--- src/rtl/lru_pkg.sv ---
// Shared types and defaults for the LRU request pacer and the LRU buffer bench.
package lru_pkg;

    localparam int LRU_DATA_W = 8;
    localparam int LRU_DEPTH  = 4;
    localparam int LRU_GAP    = 16;

    typedef enum logic [1:0] {
        IDLE,
        ISSUE,
        WAIT
    } pacer_state_t;

endpackage

--- src/rtl/lru_fifo.sv ---
// Small synchronous FIFO with a combinational head; the caller guards push-when-full and pop-when-empty.
module lru_fifo #(
    parameter int DATA_W = 8,
    parameter int DEPTH  = 4
) (
    input  logic                       clk,
    input  logic                       rst,
    input  logic                       push,
    input  logic [DATA_W-1:0]          push_data,
    input  logic                       pop,
    output logic [DATA_W-1:0]          head,
    output logic [$clog2(DEPTH):0]     count
);

    localparam int AW = $clog2(DEPTH);
    localparam int CW = AW + 1;

    logic [DATA_W-1:0] mem_q [DEPTH];
    logic [DATA_W-1:0] mem_d [DEPTH];
    logic [AW-1:0]     wr_ptr_q, wr_ptr_d;
    logic [AW-1:0]     rd_ptr_q, rd_ptr_d;
    logic [CW-1:0]     count_q, count_d;

    // Pointers wrap naturally because DEPTH is a power of two.
    always_comb begin
        mem_d    = mem_q;
        wr_ptr_d = wr_ptr_q;
        rd_ptr_d = rd_ptr_q;
        count_d  = count_q;
        if (push) begin
            mem_d[wr_ptr_q] = push_data;
            wr_ptr_d        = wr_ptr_q + AW'(1);
        end
        if (pop) begin
            rd_ptr_d = rd_ptr_q + AW'(1);
        end
        case ({push, pop})
            2'b10:   count_d = count_q + CW'(1);
            2'b01:   count_d = count_q - CW'(1);
            default: count_d = count_q;
        endcase
    end

    always_ff @(posedge clk or posedge rst) begin
        if (rst) begin
            mem_q    <= '{default: '0};
            wr_ptr_q <= '0;
            rd_ptr_q <= '0;
            count_q  <= '0;
        end else begin
            mem_q    <= mem_d;
            wr_ptr_q <= wr_ptr_d;
            rd_ptr_q <= rd_ptr_d;
            count_q  <= count_d;
        end
    end

    assign head  = mem_q[rd_ptr_q];
    assign count = count_q;

endmodule

--- src/rtl/lru_req_pacer.sv ---
// Feeds the LRU buffer one word per GAP cycles from a small FIFO.
// Optional LRU_PACER_DEDUP_EN: drop a push that repeats the last accepted word.
module lru_req_pacer
    import lru_pkg::*;
#(
    parameter int DATA_W = LRU_DATA_W,
    parameter int DEPTH  = LRU_DEPTH,
    parameter int GAP    = LRU_GAP
) (
    input  logic                       clk,
    input  logic                       rst,
    input  logic                       in_valid,
    input  logic [DATA_W-1:0]          in_data,
    output logic                       in_ready,
    output logic                       valid_data,
    output logic [DATA_W-1:0]          data,
    output logic [$clog2(DEPTH):0]     count,
    output logic                       busy
);

    localparam int CW    = $clog2(DEPTH) + 1;
    localparam int CNT_W = $clog2(GAP);

    pacer_state_t      state_q, state_d;
    logic [CNT_W-1:0]  cnt_q, cnt_d;
    logic              valid_data_q, valid_data_d;
    logic [DATA_W-1:0] data_q, data_d;
    logic [CW-1:0]     fifo_count;
    logic [DATA_W-1:0] fifo_head;
    logic              push_acc;
    logic              enq;
    logic              pop;

    assign in_ready = (fifo_count != CW'(DEPTH));
    assign push_acc = in_valid & in_ready;

`ifdef LRU_PACER_DEDUP_EN
    logic [DATA_W-1:0] last_val_q, last_val_d;
    logic              last_vld_q, last_vld_d;

    // A repeat of the MRU word is a no-op downstream, so it is handshaken but never queued.
    always_comb begin
        last_val_d = last_val_q;
        last_vld_d = last_vld_q;
        if (push_acc) begin
            last_val_d = in_data;
            last_vld_d = 1'b1;
        end
    end

    always_ff @(posedge clk or posedge rst) begin
        if (rst) begin
            last_val_q <= '0;
            last_vld_q <= 1'b0;
        end else begin
            last_val_q <= last_val_d;
            last_vld_q <= last_vld_d;
        end
    end

    assign enq = push_acc & ~(last_vld_q & (in_data == last_val_q));
`else
    assign enq = push_acc;
`endif

    lru_fifo #(
        .DATA_W (DATA_W),
        .DEPTH  (DEPTH)
    ) u_fifo (
        .clk       (clk),
        .rst       (rst),
        .push      (enq),
        .push_data (in_data),
        .pop       (pop),
        .head      (fifo_head),
        .count     (fifo_count)
    );

    // ISSUE plus GAP-1 WAIT cycles (counter GAP-2 down to 0) spaces pulses exactly GAP apart.
    always_comb begin
        state_d      = state_q;
        cnt_d        = cnt_q;
        valid_data_d = 1'b0;
        data_d       = data_q;
        pop          = 1'b0;
        case (state_q)
            IDLE: begin
                if (fifo_count != '0) begin
                    state_d      = ISSUE;
                    pop          = 1'b1;
                    valid_data_d = 1'b1;
                    data_d       = fifo_head;
                end
            end
            ISSUE: begin
                state_d = WAIT;
                cnt_d   = CNT_W'(GAP - 2);
            end
            WAIT: begin
                if (cnt_q != '0) begin
                    cnt_d = cnt_q - CNT_W'(1);
                end else if (fifo_count != '0) begin
                    state_d      = ISSUE;
                    pop          = 1'b1;
                    valid_data_d = 1'b1;
                    data_d       = fifo_head;
                end else begin
                    state_d = IDLE;
                end
            end
            default: state_d = IDLE;
        endcase
    end

    always_ff @(posedge clk or posedge rst) begin
        if (rst) begin
            state_q      <= IDLE;
            cnt_q        <= '0;
            valid_data_q <= 1'b0;
            data_q       <= '0;
        end else begin
            state_q      <= state_d;
            cnt_q        <= cnt_d;
            valid_data_q <= valid_data_d;
            data_q       <= data_d;
        end
    end

    assign valid_data = valid_data_q;
    assign data       = data_q;
    assign count      = fifo_count;
    assign busy       = (state_q != IDLE) | (fifo_count != '0);

endmodule

--- config.mk ---
export PLATFORM = sky130hd
export DESIGN_NAME = lru_req_pacer
export DESIGN_NICKNAME = d
export VERILOG_FILES = /design/src/rtl/lru_pkg.sv /design/src/rtl/lru_fifo.sv /design/src/rtl/lru_req_pacer.sv
export SDC_FILE = /design/constraint.sdc
export NUM_CORES = 1
export LEC_CHECK = 0
export CORE_ASPECT_RATIO = 1.4
export CORE_UTILIZATION = 25
export CTS_CLUSTER_SIZE = 12
export DETAILED_ROUTE_END_ITERATION = 8
export PLACE_DENSITY_LB_ADDON = 0.08
export SLEW_MARGIN = 20
export SYNTH_ARGS = -nofsm -noshare
export SYNTH_HDL_FRONTEND = slang
export SYNTH_HIERARCHICAL = 1
export SYNTH_SLANG_ARGS = --single-unit
--- constraint.sdc ---
create_clock -name clk -period 3.4 [get_ports clk]
set_input_delay 0.34 -clock clk [delete_from_list [all_inputs] [get_ports clk]]
set_output_delay 0.34 -clock clk [all_outputs]
set_load 0.05 [all_outputs]
==> qor.yml, run 1 <==
run_status:
  status: "complete, no violations"
layout:
  fillCellCount: 954
  nets: 220
  area_delta_synth_final_pct: 22.3
  layout-drive-gt1-share_pct: 31.2
  insertedDiodeCount: 0
  utilization_pct: 31.7
grt:
  met2_usage_pct: 18.9
  grt_use_total_pct: 11.0
  grt_pass1_vias: 1550
  use_met3_pct: 1.86
  overflow: 0
  grt_start_max_net_pins: 40
  grt_pass1_wl_mm: 8.44
  use_met1_pct: 13.8
  busiest_layer: "met2"
  antenna_found_initial: 0
clock_tree:
  ctsHoldBuffers: 0
  cts_max_level: 2
  cts_buffers: 5
  post_cts_buffers: 0
  cts_tree: "yes"
  ctsResizeCount: 0
  cts_buffer_depth: 2
  path_clk_slew_ns: 0.07
  root_buffer: "clkbuf_16"
  worst_skew_pair.late_latency_ns: 0.29
  clock-sinks: 54
logic_synthesis:
  syn_area_per_cell_um2: 14.3
  synth_most_common_cell: "dfrtp_1"
  yosys_register_bits: 54
  synthFlopType: "dfrtp_1"
  synthArstFlopShare_pct: 100
  yosysWarnings: 6
  synth.distinct_cells: 29
  synth_area_leaders: "dfrtp_1 55%, mux2_2 18%, mux4_2 7.3%"
  yosysTopAreaCellShare_pct: 54.8
  yosysTopAreaCell: "dfrtp_1"
  netlist_area_um2: 2470
  syn_nets: 192
  synthCells: 173
  synth_edf_count: 0
  seq_area_frac_synth_pct: 54.8
  ys_top_cells_by_count: "54 x dfrtp_1, 40 x mux2_2, 12 x inv_1"
setup_path:
  r2r_setup_slack_ns: 0.85
  crit_type: "reg -> reg"
  crit_path_start: "cnt_q[0]"
  critical_path.max_fanout: 4
  required_ns: 3.62
  critPathArrivalTime_ns: 2.76
  crit_path_end_kind: "flip-flop"
  r2r_start: "cnt_q[0]"
  cp-start-kind: "flip-flop"
sta:
  slew_headroom_pct: 56.3
  report.final.slew_viol_count: 0
  worst_pin_slew_ns: 0.655
  hold_violations: 0
  min_period_ns: 2.55
  fin_crit_sh_pct: 74.9
  fmax_ghz: 0.393
  setup_viol: 0
  rsz0062_at_grt: "false"
  fin_skew_ns: 0.00450
  fin_setup_tns_ns: 0
placement:
  io_buffers: 24
  dpl.hpwl_mm: 3.52
  place.gp.congestion: 0.742
power:
  p_sw_w: 0.00123
  pwr-share-comb_pct: 44.2
  swShare_pct: 37.2
  power_frac_seq_pct: 38.2
  vdd_ir_drop_max_mv: 0.408
  finalPower_w: 0.00329
  pwr-share-clk_pct: 17.6
  p_leak_nw: 1.25
  p_per_area_nw_per_um2: 1090
  power.internal_w: 0.00207
floorplan:
  core-area_um2: 9510
  start_util_pct: 25.9
  die_x_um: 85.9
  rows: 42
  num_io_pins: 25
  dieArea_um2: 10300
  die_h_um: 120
detailed_routing:
  remaining_drc_errors: 0
  detail_route.first_pass.iterations: 2
  dr_total_vias: 1465
  vias_per_cell: 4.39
  drt-total-wl_mm: 5.11
  wl_per_cell_um: 15.3
  drt_iter0_drc: 60
  ant_nets: 0
job:
  cap_violations: 0
hold_path:
  hp-class: "in -> async"
## routing by layer
layer,up-vias,routed length [um]
met1,777,2270
met2,23,2650
met5,-,0
met3,7,121
li1,658,-
met4,0,72
## registers in the layout, summed over array words and instances (netlist names)
name / count
state_q: 2
u_fifo/count: 3
data: 8
valid_data: 1
u_fifo/wr_ptr_q: 2
u_fifo/rd_ptr_q: 2
u_fifo/mem_q: 32
cnt_q: 4
## cell families after synthesis
| family | after synthesis | synth area share, % |
|---|---|---|
| DFF | 54 | 54.8 |
| muxes | 49 | 26.0 |
| and+or+nand+nor | 26 | 5.43 |
| buffers and inverters | 17 | 3.35 |
| AOI/OAI and AO/OA | 13 | 3.96 |
| adders and majority gates | 8 | 4.36 |
| xor gates and xnor gates | 6 | 2.13 |
## cells in the final DEF, fill, tap and decap left out, types with 2 or more instances in the layout
cell type	netlist	routed
dfrtp_1	54	54
mux2_2	40	40
clkdlybuf4s50_1	0	24
inv_1	12	12
nor2_1	10	10
mux4_2	8	8
ha_1	7	7
o21ai_0	5	5
nand2_1	5	5
clkbuf_16	0	5
nand2_2	4	4
xor2_1	4	4
nor3b_1	2	2
a31oi_1	2	2
buf_4	1	2
xnor2_1	2	2
## metrics by stage
stage          worst slack, ns  instance area [um2]  std cells  hold WS, ns
3_3_place_gp             0.953                 2850        326        0.482
4_1_cts                  0.846                 3020        334        0.507
2_1_floorplan            0.726                 2470        173        0.241
6_report                 0.855                 3020        334        0.481
5_1_grt                  0.671                 3020        334        0.522
3_5_place_dp             0.867                 2850        326        0.490
## critical path, cell delays in order (launching register included)
cell and delay (ns):
dfrtp_1 0.39, inv_1 0.11, ha_1 0.22, or3b_4 0.43, a211oi_4 0.26, ha_1 0.21, inv_1 0.06, fa_1 0.37
xor2_1 0.15, nor2_1 0.11, xor2_1 0.15
## power by group through the flow
stage	Combinational, W	Sequential, W	Clock (W)
detailed placement	0.00148	0.00128	0
finish	0.00146	0.00126	0.000579
CTS	0.00149	0.00127	0.000597
global route	0.00157	0.00132	0.000616
global placement	0.00145	0.00125	0
floorplan	0.000958	0.00138	0
## worst paths after layout
| kind | to | cells after the start |
|---|---|---|
| worst max register to register | u_fifo/count[2] | 10 |
| min in group clk | u_fifo/mem_q[9] | 1 |
| max in group asynchronous | data[0] | 2 |
| worst min register to register | u_fifo/mem_q[9] | 1 |
| worst min-delay path | data[4] | 2 |
| worst max-delay path | u_fifo/count[2] | 10 |
## final cells by class
class	instances	area [um2]	share of cell area [%]
Clock inverter	2	37.5	1.24
Sequential cell	54	1350	44.8
Inverter	12	45.0	1.49
Multi-Input combinational cell	102	1030	34.2
Tap cell	132	165	5.48
Clock buffer	6	129	4.27
Timing Repair Buffer	26	255	8.46
Power figures use the tool's default switching activity.
==> inputs of run 2 (changes only) <==
==> constraint.sdc (replaced) <==
create_clock -name clk -period 2.6 [get_ports clk]
set_input_delay 0.26 -clock clk [delete_from_list [all_inputs] [get_ports clk]]
set_output_delay 0.26 -clock clk [all_outputs]
set_load 0.05 [all_outputs]
==> run 2 against run 1 <==
Net effect:
- cell count is the same
- first-iteration DRC count grew 1.7%
- global-route usage grew 0.88 points
- sequential share of layout area shrank 0.44 points
- wire length grew 4.4%
- clock skew grew 0.0056 ns
- worst hold slack lost 0.077 ns
- critical path type unchanged
==> qor.yml, run 2 (synthesis gave the netlist of run 1 again) <==
power:
  swShare_pct: 37.3  # was 37.2%
  power.internal_w: 0.00275  # was 0.00207 W
  vdd_ir_drop_max_mv: 0.508  # was 0.408 mV
  p_leak_nw: 1.25  # about the same
  pwr-share-clk_pct: 17.6  # about the same
  power_frac_seq_pct: 37.2  # was 38.2%
  p_per_area_nw_per_um2: 1440  # was 1090 nW/um2
  p_sw_w: 0.00164  # was 0.00123 W
  pwr-share-comb_pct: 45.1  # was 44.2%
layout:
  fillCellCount: 952  # was 954
  largest_reg_flops: 32  # unchanged
  regMostFlops: "u_fifo/mem_q"  # unchanged
  nets: 221  # was 220
  final_common_cell: "dfrtp_1"  # unchanged
  fin_area_um2: 3050  # was 3020 um2
  mostFrequentLayoutCells: "54 x dfrtp_1, 40 x mux2_2, 24 x clkdlybuf4s50_1, 10 x nor2_1, 10 x inv_1"  # was 54 x dfrtp_1, 40 x mux2_2, 24 x clkdlybuf4s50_1, 12 x inv_1, 10 x nor2_1
  area_delta_synth_final_pct: 23.5  # was 22.3%
  insertedDiodeCount: 0  # unchanged
  layout-drive-gt1-share_pct: 34.7  # was 31.2%
sta:
  min_period_ns: 2.43  # was 2.55 ns
  setup_viol: 0  # unchanged
  fmax_ghz: 0.412  # was 0.393 GHz
  slew_headroom_pct: 52.4  # was 56.3%
  fin_setup_tns_ns: 0  # unchanged
  hold_violations: 0  # unchanged
  rsz0062_at_grt: "false"  # unchanged
  fin_skew_ns: 0.0101  # was 0.00450 ns
  report.final.slew_viol_count: 0  # unchanged
  worst_pin_slew_ns: 0.713  # was 0.655 ns
  fin_crit_sh_pct: 93.3  # was 74.9%
grt:
  grt_pass1_vias: 1600  # was 1550
  grt_pass1_wl_mm: 8.98  # was 8.44 mm
  grt_use_total_pct: 11.9  # was 11.0%
  antenna_found_initial: 0  # unchanged
  grt_start_max_net_pins: 40  # unchanged
  overflow: 0  # unchanged
clock_tree:
  ctsResizeCount: 0  # unchanged
  cts_buffers: 5  # unchanged
  worst_skew_pair.late_latency_ns: 0.30  # was 0.29 ns
  root_buffer: "clkbuf_16"  # unchanged
  ctsHoldBuffers: 0  # unchanged
  post_cts_buffers: 0  # unchanged
  clock-sinks: 54  # unchanged
  cts_buffer_depth: 2  # unchanged
  cts_tree: "yes"  # unchanged
  cts_max_level: 2  # unchanged
  path_clk_slew_ns: 0.07  # about the same
job:
  cap_violations: 0  # unchanged
detailed_routing:
  dr.max_layer_used: "met4"  # unchanged
  ant_nets: 0  # unchanged
  wl_per_cell_um: 16.0  # was 15.3 um
  remaining_drc_errors: 0  # unchanged
  vias_per_cell: 4.28  # was 4.39
  drt_iter0_drc: 61  # was 60
  routed-wl-met2_mm: 2.84  # was 2.65 mm
  detail_route.first_pass.iterations: 4  # was 2
  wl_met3_um: 159  # was 121 um
  wl_met1_mm: 2.24  # was 2.27 mm
  dr_total_vias: 1430  # was 1465
  drt-total-wl_mm: 5.34  # was 5.11 mm
floorplan:
  core-area_um2: 9510  # unchanged
  die_x_um: 85.9  # unchanged
  rows: 42  # unchanged
  dieArea_um2: 10300  # unchanged
  start_util_pct: 25.9  # unchanged
  num_io_pins: 25  # unchanged
  die_h_um: 120  # unchanged
setup_path:
  required_ns: 2.81  # was 3.62 ns
  cp-start-kind: "flip-flop"  # unchanged
  crit_path_end_kind: "flip-flop"  # unchanged
  critical_path.max_fanout: 4  # unchanged
  critPathArrivalTime_ns: 2.64  # was 2.76 ns
  crit_type: "reg -> reg"  # unchanged
placement:
  place.gp.congestion: 0.761  # was 0.742
  placed_cell_area_um2: 2880  # was 2850 um2
  io_buffers: 24  # unchanged
  dpl.hpwl_mm: 3.69  # was 3.52 mm
hold_path:
  hp-class: "in -> async"  # unchanged
run_status:
  status: "complete, no violations"  # unchanged
## run 2: cell types whose count changed in the layout (fill, tap and decap cells not counted), sizes merged
cell      delta
buf          +1
clkinvlp     -1
## run 2: worst max-delay path: stages, from the launching register on
cell and delay [ns]:
dfrtp_1 0.41, inv_2 0.10, ha_4 0.14, or3b_4 0.41
a211oi_4 0.23, ha_2 0.23, inv_1 0.06, fa_2 0.33
xor2_1 0.15, nor2_1 0.12, xor2_1 0.16
## run 2: path summary, 6_finish.rpt
path                                     to  slack [ns]  cells after the start              from
max                         u_fifo/count[2]        0.17                     10          cnt_q[1]
min                                cnt_q[2]        0.40                      2               rst
max reg2reg                 u_fifo/count[2]        0.17                     10          cnt_q[1]
min reg2reg                u_fifo/mem_q[15]        0.50                      1  u_fifo/mem_q[15]
max in group asynchronous           data[3]        1.74                      2               rst
min in group clk           u_fifo/mem_q[15]        0.50                      1  u_fifo/mem_q[15]
## run 2: area by class of cell
cell class,instances,area [um2],share of cell area [%]
Clock inverter,1,30.0,0.986
Sequential cell,54,1350,44.4
Clock buffer,6,139,4.56
Multi-Input combinational cell,102,1050,34.6
Tap cell,132,165,5.42
Inverter,12,45.0,1.48
Timing Repair Buffer,27,263,8.63
## run 2: power groups by stage
stage	Clock (W)	Combinational (W)	Sequential, W
after floorplan	0	0.00128	0.00181
after global placement	0	0.00194	0.00161
after detailed placement	0	0.00201	0.00166
after CTS	0.000793	0.00202	0.00164
after global routing	0.000835	0.00215	0.00171
final	0.000774	0.00198	0.00163
## run 2: metrics by stage
stage / worst slack [ns] / total power [W] / hold slack (ns) / util [%] / instances
6_report: 0.174 / 0.00439 / 0.404 / 32.0 / 334
3_3_place_gp: 0.280 / 0.00355 / 0.481 / 30.2 / 327
5_1_grt: 0.0338 / 0.00469 / 0.493 / 32.0 / 334
3_5_place_dp: 0.185 / 0.00367 / 0.488 / 30.2 / 327
2_1_floorplan: 0.00381 / 0.00309 / 0.161 / - / 173
4_1_cts: 0.157 / 0.00445 / 0.449 / 32.0 / 334
## run 2: per-layer routing
metal / track usage [%] / up-vias
li1: - / 660
met5: 0 / -
met2: 20.6 / 23
met1: 14.1 / 741
met3: 2.34 / 6
met4: 5.10 / 0
